===== src/rtl/mask_denoise_stream.sv =====
// Streaming 3x3 threshold filter for a 1-bit raster mask. Two line buffers feed a
// 3-column window; synthetic zero feeds pad the right edge and the bottom row.
module mask_denoise_stream #(
  parameter int WIDTH  = 640,
  parameter int HEIGHT = 480,
  parameter int THRESH = 5,
  parameter int CW     = 13
) (
  input  logic          clk,
  input  logic          reset,
  input  logic          in_valid,
  output logic          in_ready,
  input  logic          in_pix,
  input  logic          in_sof,
  output logic          out_valid,
  output logic          out_img,
  output logic [CW-1:0] row,
  output logic [CW-1:0] col,
  output logic          V_sync
);
  localparam int KW = $clog2(WIDTH + 1);
  localparam int RW = $clog2(HEIGHT + 1);
  localparam logic [KW-1:0] K_LAST = KW'(WIDTH - 1);
  localparam logic [KW-1:0] K_END  = KW'(WIDTH);
  localparam logic [RW-1:0] R_LAST = RW'(HEIGHT - 1);
  localparam logic [RW-1:0] R_END  = RW'(HEIGHT);
  localparam logic [3:0]    THR    = 4'(THRESH);

  // state   | meaning
  // S_RUN   | accepting pixels of the current line
  // S_EOL   | zero feed at k=WIDTH closing a line
  // S_FLUSH | zero row r=HEIGHT, k=0..WIDTH, draining the last line
  // S_VSYNC | frame complete, V_sync follows next cycle
  typedef enum logic [1:0] {S_RUN, S_EOL, S_FLUSH, S_VSYNC} state_t;

  state_t        state, state_nx;
  logic [RW-1:0] r, r_nx, r_f;
  logic [KW-1:0] k, k_nx, k_f;
  logic [8:0]    win, win_nx;
  logic [WIDTH:0] lb0, lb1;
  logic          accept, feed, real_feed, emit;
  logic [2:0]    col_in;
  logic [3:0]    cnt;

  assign accept = in_valid & in_ready;

  always_comb begin
    state_nx  = state;
    r_nx      = r;
    k_nx      = k;
    r_f       = r;
    k_f       = k;
    feed      = 1'b0;
    real_feed = 1'b0;
    case (state)
      S_RUN: begin
        if (accept) begin
          feed      = 1'b1;
          real_feed = 1'b1;
          // a start-of-frame pixel re-anchors the frame wherever we were
          if (in_sof) begin
            r_f = '0;
            k_f = '0;
          end
          r_nx = r_f;
          if (k_f == K_LAST) begin
            k_nx     = K_END;
            state_nx = S_EOL;
          end else begin
            k_nx = k_f + KW'(1);
          end
        end
      end
      S_EOL: begin
        feed = 1'b1;
        k_nx = '0;
        if (r == R_LAST) begin
          r_nx     = R_END;
          state_nx = S_FLUSH;
        end else begin
          r_nx     = r + RW'(1);
          state_nx = S_RUN;
        end
      end
      S_FLUSH: begin
        feed = 1'b1;
        if (k == K_END) begin
          k_nx     = '0;
          r_nx     = '0;
          state_nx = S_VSYNC;
        end else begin
          k_nx = k + KW'(1);
        end
      end
      default: begin
        r_nx     = '0;
        k_nx     = '0;
        state_nx = S_RUN;
      end
    endcase
  end

  always_comb begin
    col_in = 3'b000;
    if (k_f != K_END) begin
      col_in[2] = (r_f >= RW'(2)) ? lb1[k_f] : 1'b0;
      col_in[1] = (r_f != '0) ? lb0[k_f] : 1'b0;
    end
    col_in[0] = real_feed & in_pix;
    win_nx = (k_f == '0) ? {6'b0, col_in} : {win[5:0], col_in};
    cnt = '0;
    for (int i = 0; i < 9; i++) cnt = cnt + 4'(win_nx[i]);
    emit = feed && (r_f != '0) && (k_f != '0);
  end

  always_ff @(posedge clk or negedge reset) begin
    if (!reset) begin
      state     <= S_RUN;
      r         <= '0;
      k         <= '0;
      win       <= '0;
      in_ready  <= 1'b0;
      out_valid <= 1'b0;
      out_img   <= 1'b0;
      row       <= '0;
      col       <= '0;
      V_sync    <= 1'b0;
    end else begin
      state     <= state_nx;
      r         <= r_nx;
      k         <= k_nx;
      if (feed) win <= win_nx;
      in_ready  <= (state_nx == S_RUN);
      out_valid <= emit;
      out_img   <= emit && (cnt >= THR);
      if (emit) begin
        row <= CW'(r_f - RW'(1));
        col <= CW'(k_f - KW'(1));
      end
      V_sync    <= (state == S_VSYNC);
    end
  end

  // line buffers hold no frame state worth resetting
  always_ff @(posedge clk) begin
    if (real_feed) begin
      lb1[k_f] <= lb0[k_f];
      lb0[k_f] <= in_pix;
    end
  end

endmodule


===== config.mk =====
export PLATFORM = sky130hd
export DESIGN_NAME = mask_denoise_stream
export DESIGN_NICKNAME = d
export VERILOG_FILES = /design/src/rtl/mask_denoise_stream.sv
export SDC_FILE = /design/constraint.sdc
export NUM_CORES = 2
export LEC_CHECK = 0
export CORE_MARGIN = 5
export CORE_UTILIZATION = 35
export DETAILED_ROUTE_END_ITERATION = 7
export PLACE_DENSITY_LB_ADDON = 0.25
export RECOVER_POWER = 50
export SKIP_LAST_GASP = 1
export SLEW_MARGIN = 10
export SYNTH_ARGS = -nofsm -noshare
export SYNTH_HDL_FRONTEND = slang
export SYNTH_SLANG_ARGS = --single-unit

===== constraint.sdc =====
create_clock -name clk -period 22.6 [get_ports clk]
set_input_delay 4.52 -clock clk [delete_from_list [all_inputs] [get_ports clk]]
set_output_delay 4.52 -clock clk [all_outputs]
set_load 0.01 [all_outputs]

After elaboration in Yosys (flattened, before gate mapping)
Index checks and enable logic that the tools add are counted.
{"block": "totals", "output_inout_bits": 30, "register_bits": 1339, "word_cells": 85, "input_bits": 5}
{"block": "classes", "reduce_logical": 10, "bitwise_logic": 2, "muxes": 35, "n_eq_ne": 9, "add_sub_neg": 13, "order_cmp": 4}
{"op": "bitwise mux 641 bit", "count": 2}
{"op": "2-to-1 mux 10 bit", "count": 8}
{"op": "2-to-1 mux 9 bit", "count": 6}
{"op": "one-hot mux 9 bit (3 select lines)", "count": 1}
{"op": "adder 10 x 1 -> 10 bit, second input constant", "count": 2}
{"op": "adder 4 x 1 -> 4 bit", "count": 5}
{"op": "binary-select mux 1 bit (select 10 bit)", "count": 2}
{"op": "== test 10 bit, second input constant", "count": 2}
{"op": "one-hot mux 10 bit (2 select lines)", "count": 1}
{"op": "< comparator 10 x 11 -> 1 bit, second input constant", "count": 1}
{"op": "subtractor 10 x 1 -> 11 bit, second input constant", "count": 1}
{"op": "demux 1 bit (select 10 bit)", "count": 1}
{"op": "greater-or-equal comparator 10 x 1 -> 1 bit, second input constant", "count": 1}
{"op": "zero test 10 bit", "count": 1}
{"op": "2-to-1 mux 2 bit", "count": 5}
{"op": "inequality test 10 bit, second input constant", "count": 1}
{"op": "nonzero test 10 bit", "count": 1}
{"op": "subtractor 9 x 1 -> 10 bit, second input constant", "count": 1}
{"op": "adder 9 x 1 -> 9 bit, second input constant", "count": 1}
{"op": "== test 9 bit, second input constant", "count": 1}
{"op": "greater-or-equal comparator 9 x 2 -> 1 bit, second input constant", "count": 1}
{"op": "nonzero test 9 bit", "count": 1}
{"op": "2-to-1 mux 1 bit", "count": 7}
{"op": "one-hot mux 2 bit (3 select lines)", "count": 1}
{"op": "12 further kinds", "count": 19}

Depth between registers and ports, before layout
{"block": "logic_depth", "ltp_word": 20, "depth_mapped": 26}

Worst setup path before layout
No wires, ideal clock.
{"block": "synth_path", "kind": "input -> register", "start": "in in_valid", "end": "reg lb1[0], data pin", "arrival_time_ps": 15106, "slack_ps": 5540, "setup_ps": 1954, "cell_stages": 12, "path_buffers": 4, "path_cell_list": "and4_1 > buf_4 > nor2_1 > buf_2 > buf_2 > clkbuf_1 > o221ai_1 > a221oi_1 > o2111ai_1 > a22oi_1 > a31o_1 > nand2b_1"}
{"block": "synth_via", "elab_chain_len": 8}
{"element": "from (decl)", "line_no": "11", "source": "input logic in_valid,"}
{"element": "AND 1 bit (*)", "line_no": "45", "source": "assign accept = in_valid & in_ready;"}
{"element": "2-to-1 mux 10 bit (*)", "line_no": "57", "source": "if (accept) begin"}
{"element": "2-to-1 mux 10 bit (*)", "line_no": "55", "source": "case (state)"}
{"element": "branches (longest 4 deep; another with binary-select mux 1 bit (select 10 bit))"}
{"element": "bitwise mux 641 bit (*)", "line_no": "147", "source": "lb1[k_f] <= lb0[k_f];"}
{"element": "to (signal, indexed assignment)", "line_no": "147"}
{"element": "to (decl)", "line_no": "40", "source": "logic [WIDTH:0] lb0, lb1;"}
Every way passes the cells marked *. The select of a mux whose other input is x is not followed.
A chain may end at the register's enable or synchronous reset.

Worst setup path after layout
{"block": "layout_path", "start": "in in_sof", "end": "reg lb1[263], data pin"}
{"block": "layout_via", "elab_chain_len": 10}
{"element": "from (decl)", "line_no": "14", "source": "input logic in_sof,"}
{"element": "2-to-1 mux 10 bit (*)", "line_no": "61", "source": "if (in_sof) begin"}
{"element": "2-to-1 mux 10 bit (*)", "line_no": "57"}
{"element": "2-to-1 mux 10 bit (*)", "line_no": "55"}
{"element": "2-to-1 mux 10 bit (*)", "line_no": "57"}
{"element": "2-to-1 mux 10 bit (*)", "line_no": "55"}
{"element": "branches (longest 4 deep; another with binary-select mux 1 bit (select 10 bit))"}
{"element": "bitwise mux 641 bit (*)", "line_no": "147"}
Marks and branches as above.

==> metrics.log <==
INFO  metric outcome = finished with violations
INFO  metric violations = max-capacitance violations, max-slew violations
INFO  metric initial_core_util = 35.2%
INFO  metric r2r_cells = 17
INFO  metric finalSetupViolCount = 0
INFO  metric vias_in_the_first_global_route = around 38k
INFO  metric nNetsFinal = around 4.2k
INFO  metric netlist.area_leader.share = around 67%
INFO  metric num_io_pins = 35
INFO  metric post_cts_hold_buffer_count = 0
INFO  metric worst_slew_margin_rel = -553%
INFO  metric asr_flop_ratio_synth = between 3 and 4%
INFO  metric critical_path.max_fanout = between 100 and 150
INFO  metric detail-route-antenna-nets = 0
INFO  metric avg_wl_per_cell = roughly 32 um
INFO  metric synth_fa_ha_area_share = less than 1%
INFO  metric delay_contributed_by_the_slowest_stage_of_the_critical_path = 2.05 ns
INFO  metric synth.area.mux_share = roughly 7.1%
INFO  metric layout-drive-gt1-share = a little under an eighth
INFO  metric clk_pin_slew_worst_paths = around 0.06 ns
INFO  metric wirelength = 203 mm
INFO  metric yosys_most_used_dff = edfxtp_1
INFO  metric synthesis.yosys.warnings = 0
INFO  metric grt_overflow_total = 0
INFO  metric timing.critical_path.to_type = flop
INFO  metric syn_to_final_growth = 12.0%
INFO  metric post-route-drc-count = 0
INFO  metric number_of_cells_produced_by_synthesis = ~4.2k
INFO  metric synth_top_area_cell = edfxtp_1
INFO  metric grt_start_max_net_pins = roughly 240
INFO  metric cts.path.max_buffers = 3
INFO  metric holdCritPathClass = reg -> reg
INFO  metric synth_area_per_cell = 13.7 um2
INFO  metric layout_worst_path_cycle_share = 79.4%
INFO  metric worst-setup-path-type = in -> reg
INFO  metric cts.repair.resized = 0
INFO  metric dpl.hpwl = between 100 and 150 mm
INFO  metric fillCellCount = about 15k
INFO  metric worst_slew_pin_slew = between 9 and 10 ns
INFO  metric antenna_found_initial = 5
INFO  metric maxCapViolCount = 24
INFO  metric hold_violations = 0
INFO  metric cp_common_cell = buf_4
INFO  metric cell_area_synth = approximately 57000 um2
INFO  metric tns = 0 ns
INFO  metric postCtsSetupBuffers = 0
INFO  metric floorplan_core_area = 163000 um2
INFO  metric power_per_cell_area = roughly 94 nW/um2
INFO  metric yosysMostFrequentCell = edfxtp_1
INFO  metric synth_top_cells_by_area = edfxtp_1 67%, nor2_1 5.0%, mux2i_1 3.3%, mux4_2 2.4%, dfrtp_1 2.3%
INFO  metric synth_simple_gate_area_share = approximately 9.3%
INFO  metric clock_latency = roughly 0.80 ns
INFO  metric timing.final.max_slew_violations = ~900
INFO  metric path_delay_family = buffers and inverters
INFO  metric edff_count_synth = between 1k and 1.5k
INFO  metric via_count = 38.4k
INFO  metric first_pass_drt_iterations = 6
INFO  metric tritoncts = yes
INFO  metric max-vdd-ir-drop = 0.0867 mV
INFO  metric fraction_of_the_mapped_netlist_area_in_compound_gates = about a tenth
INFO  metric input_output_buffers = 34
INFO  metric fp.dieH = just over 400 um
INFO  metric yosys-top-cells-count = 1282 x edfxtp_1, 759 x nor2_1, 200 x nand2_1
INFO  metric clock_sinks = roughly 1.3k
INFO  metric power_leakage = a little over 0.02 uW
INFO  metric finalClockSkew = around 0.038 ns
INFO  metric ctsRootBufferMaster = clkbuf_16
INFO  metric detail_route.iter0.violations = 5181
INFO  metric critical_path_cell_count = 16
INFO  metric numCtsBuffers = 146
INFO  metric synth_area_in_xor_xnor = less than 1%
INFO  metric grt_setup_unrepaired = no
INFO  metric timing.critical_path.slowest_stage_cell = and4_1
INFO  metric hold_depth = 2
INFO  metric timing.fmax = about 0.056 GHz
INFO  metric die_width = roughly 410 um
INFO  metric finalWorstPathRequiredPeriod = ~18 ns
INFO  metric dominant_combinational_cell_family_by_area_after_synthesis = compound AO/OA/AOI/OAI gates
INFO  metric startpoint_type = input pin
INFO  metric global_route.usage.total = between 20% and 30%
INFO  metric die_area = roughly 170000 um2
INFO  metric synth.net_count = around 4.2k
INFO  metric fp-row-count = between 100 and 150
INFO  metric synth.yosys.seq_area_share = roughly 70%
INFO  metric worst-path-buf-inv = 8
INFO  metric synth.ff_latch_count = roughly 1.3k
INFO  metric finish.utilization = 39.4%
INFO  metric cp_cell_sequence = dlygate4sd3_1, and4_1, clkbuf_1, buf_4, clkbuf_1, nor2_1, clkbuf_1, a21oi_1, o311a_1, nand2b_1, a41oi_1, a22o_1, nand2b_4, buf_4, buf_4, buf_4
INFO  metric cts_htree_levels = 4
INFO  metric ys_types = around 90
INFO  metric route.detailed.vias_per_inst = around 6.0
INFO  metric place.gp.congestion = between 0.9 and 1
INFO  metric required_time_worst_endpoint = approximately 23 ns
INFO  metric cp_arrival = between 15 and 20 ns
INFO  metric grt_first_pass_wirelength = about 290 mm
## path summary, 6_finish.rpt
check,end,slack [ns],from
min in group asynchronous,r[0],4.81,reset
worst max-delay path,lb1[263],4.65,in_sof
max in group asynchronous,k[2],15.68,reset
worst max register to register,lb1[263],8.38,state[0]
worst min-delay path,col[7],0.47,col[7]
worst min register to register,col[7],0.47,col[7]
## cell type report
| class | instances | area (um2) | share of cell area, % |
|---|---|---|---|
| flip-flops and latches | 1334 | 39800 | 62.1 |
| multi-input cells | 2421 | 15600 | 24.3 |
| clock buffers | 194 | 3890 | 6.07 |
| well taps | 2175 | 2720 | 4.24 |
| repair buffers | 172 | 1310 | 2.04 |
| clock inverters | 70 | 596 | 0.928 |
| inverters | 53 | 201 | 0.314 |
| diodes | 2 | 5.00 | 0.00780 |
## layout by cell type, fill, tap and decap left out, drive strengths merged, types with 32 or more instances in the layout
master          n
o221ai         78
clkinv         59
inv            60
o21ai         144
dfrtp          52
buf           114
a221oi         32
a2bb2oi        55
mux4           61
nor2          761
edfxtp       1282
a21oi         151
o22ai          84
o211ai         36
nor3           51
nand2         200
mux2i         190
mux2           70
a211oi         37
and3           33
nand3          68
dlygate4sd3    32
clkbuf        220
## per-stage QoR
step	instances	total power (uW)	hold WS [ns]	instance area (um2)	setup WS (ns)
finish	6421	6050	0.470	64100	4.65
global route	6419	6210	0.496	64100	4.40
CTS	6419	6060	0.479	64300	9.22
detailed placement	6155	3790	0.465	59800	8.44
global placement	6155	3790	0.459	59800	8.55
floorplan	4165	3540	0.442	57300	5.54
## power breakdown
| part | total, uW | internal, uW | switching [uW] |
|---|---|---|---|
| Clock | 2280 | 1270 | 1010 |
| Sequential | 2890 | 2880 | 15.7 |
| Combinational | 871 | 200 | 671 |
## routing by layer
layer | GRT usage (%) | part of all wire [%]
met1 | 30.5 | 39
met2 | 35.1 | 45
met3 | 5.81 | 11
met4 | 10.9 | 5.4
met5 | 0 | 0
## kinds of logic (layout without fill, tap and decap cells)
group / after synthesis / count (layout)
AO/OA/AOI/OAI: 821 / 821
XOR/XNOR: 12 / 12
adder cells (fa/ha/maj): 21 / 21
buffers and inverters: 410 / 489
flip-flops: 1334 / 1334
multiplexers: 321 / 321
other: 0 / 2
AND/OR/NAND/NOR: 1246 / 1246
## worst register-to-register path, cell delays in order, from the launching register on
cell and delay [ns]:
dfrtp_1 0.42, inv_1 0.13, ha_1 0.45, and4_1 2.02
clkbuf_1 2.08, buf_4 0.90, clkbuf_1 1.17, nor2_1 0.90
clkbuf_1 0.79, a21oi_1 0.34, o311a_1 0.18, nand2b_1 0.16
a41oi_1 0.30, a22o_1 0.36, nand2b_4 0.76, buf_4 0.82
buf_4 1.13, buf_4 0.89
## state kept, by name, summed over array words and instances (netlist names)
name,cells
state,2
V_sync,1
win,6
r,9
in_ready,1
out_img,1
k,10
col,11
lb1,641
lb0,641
row,10
out_valid,1
(Power assumes the default switching activity.)
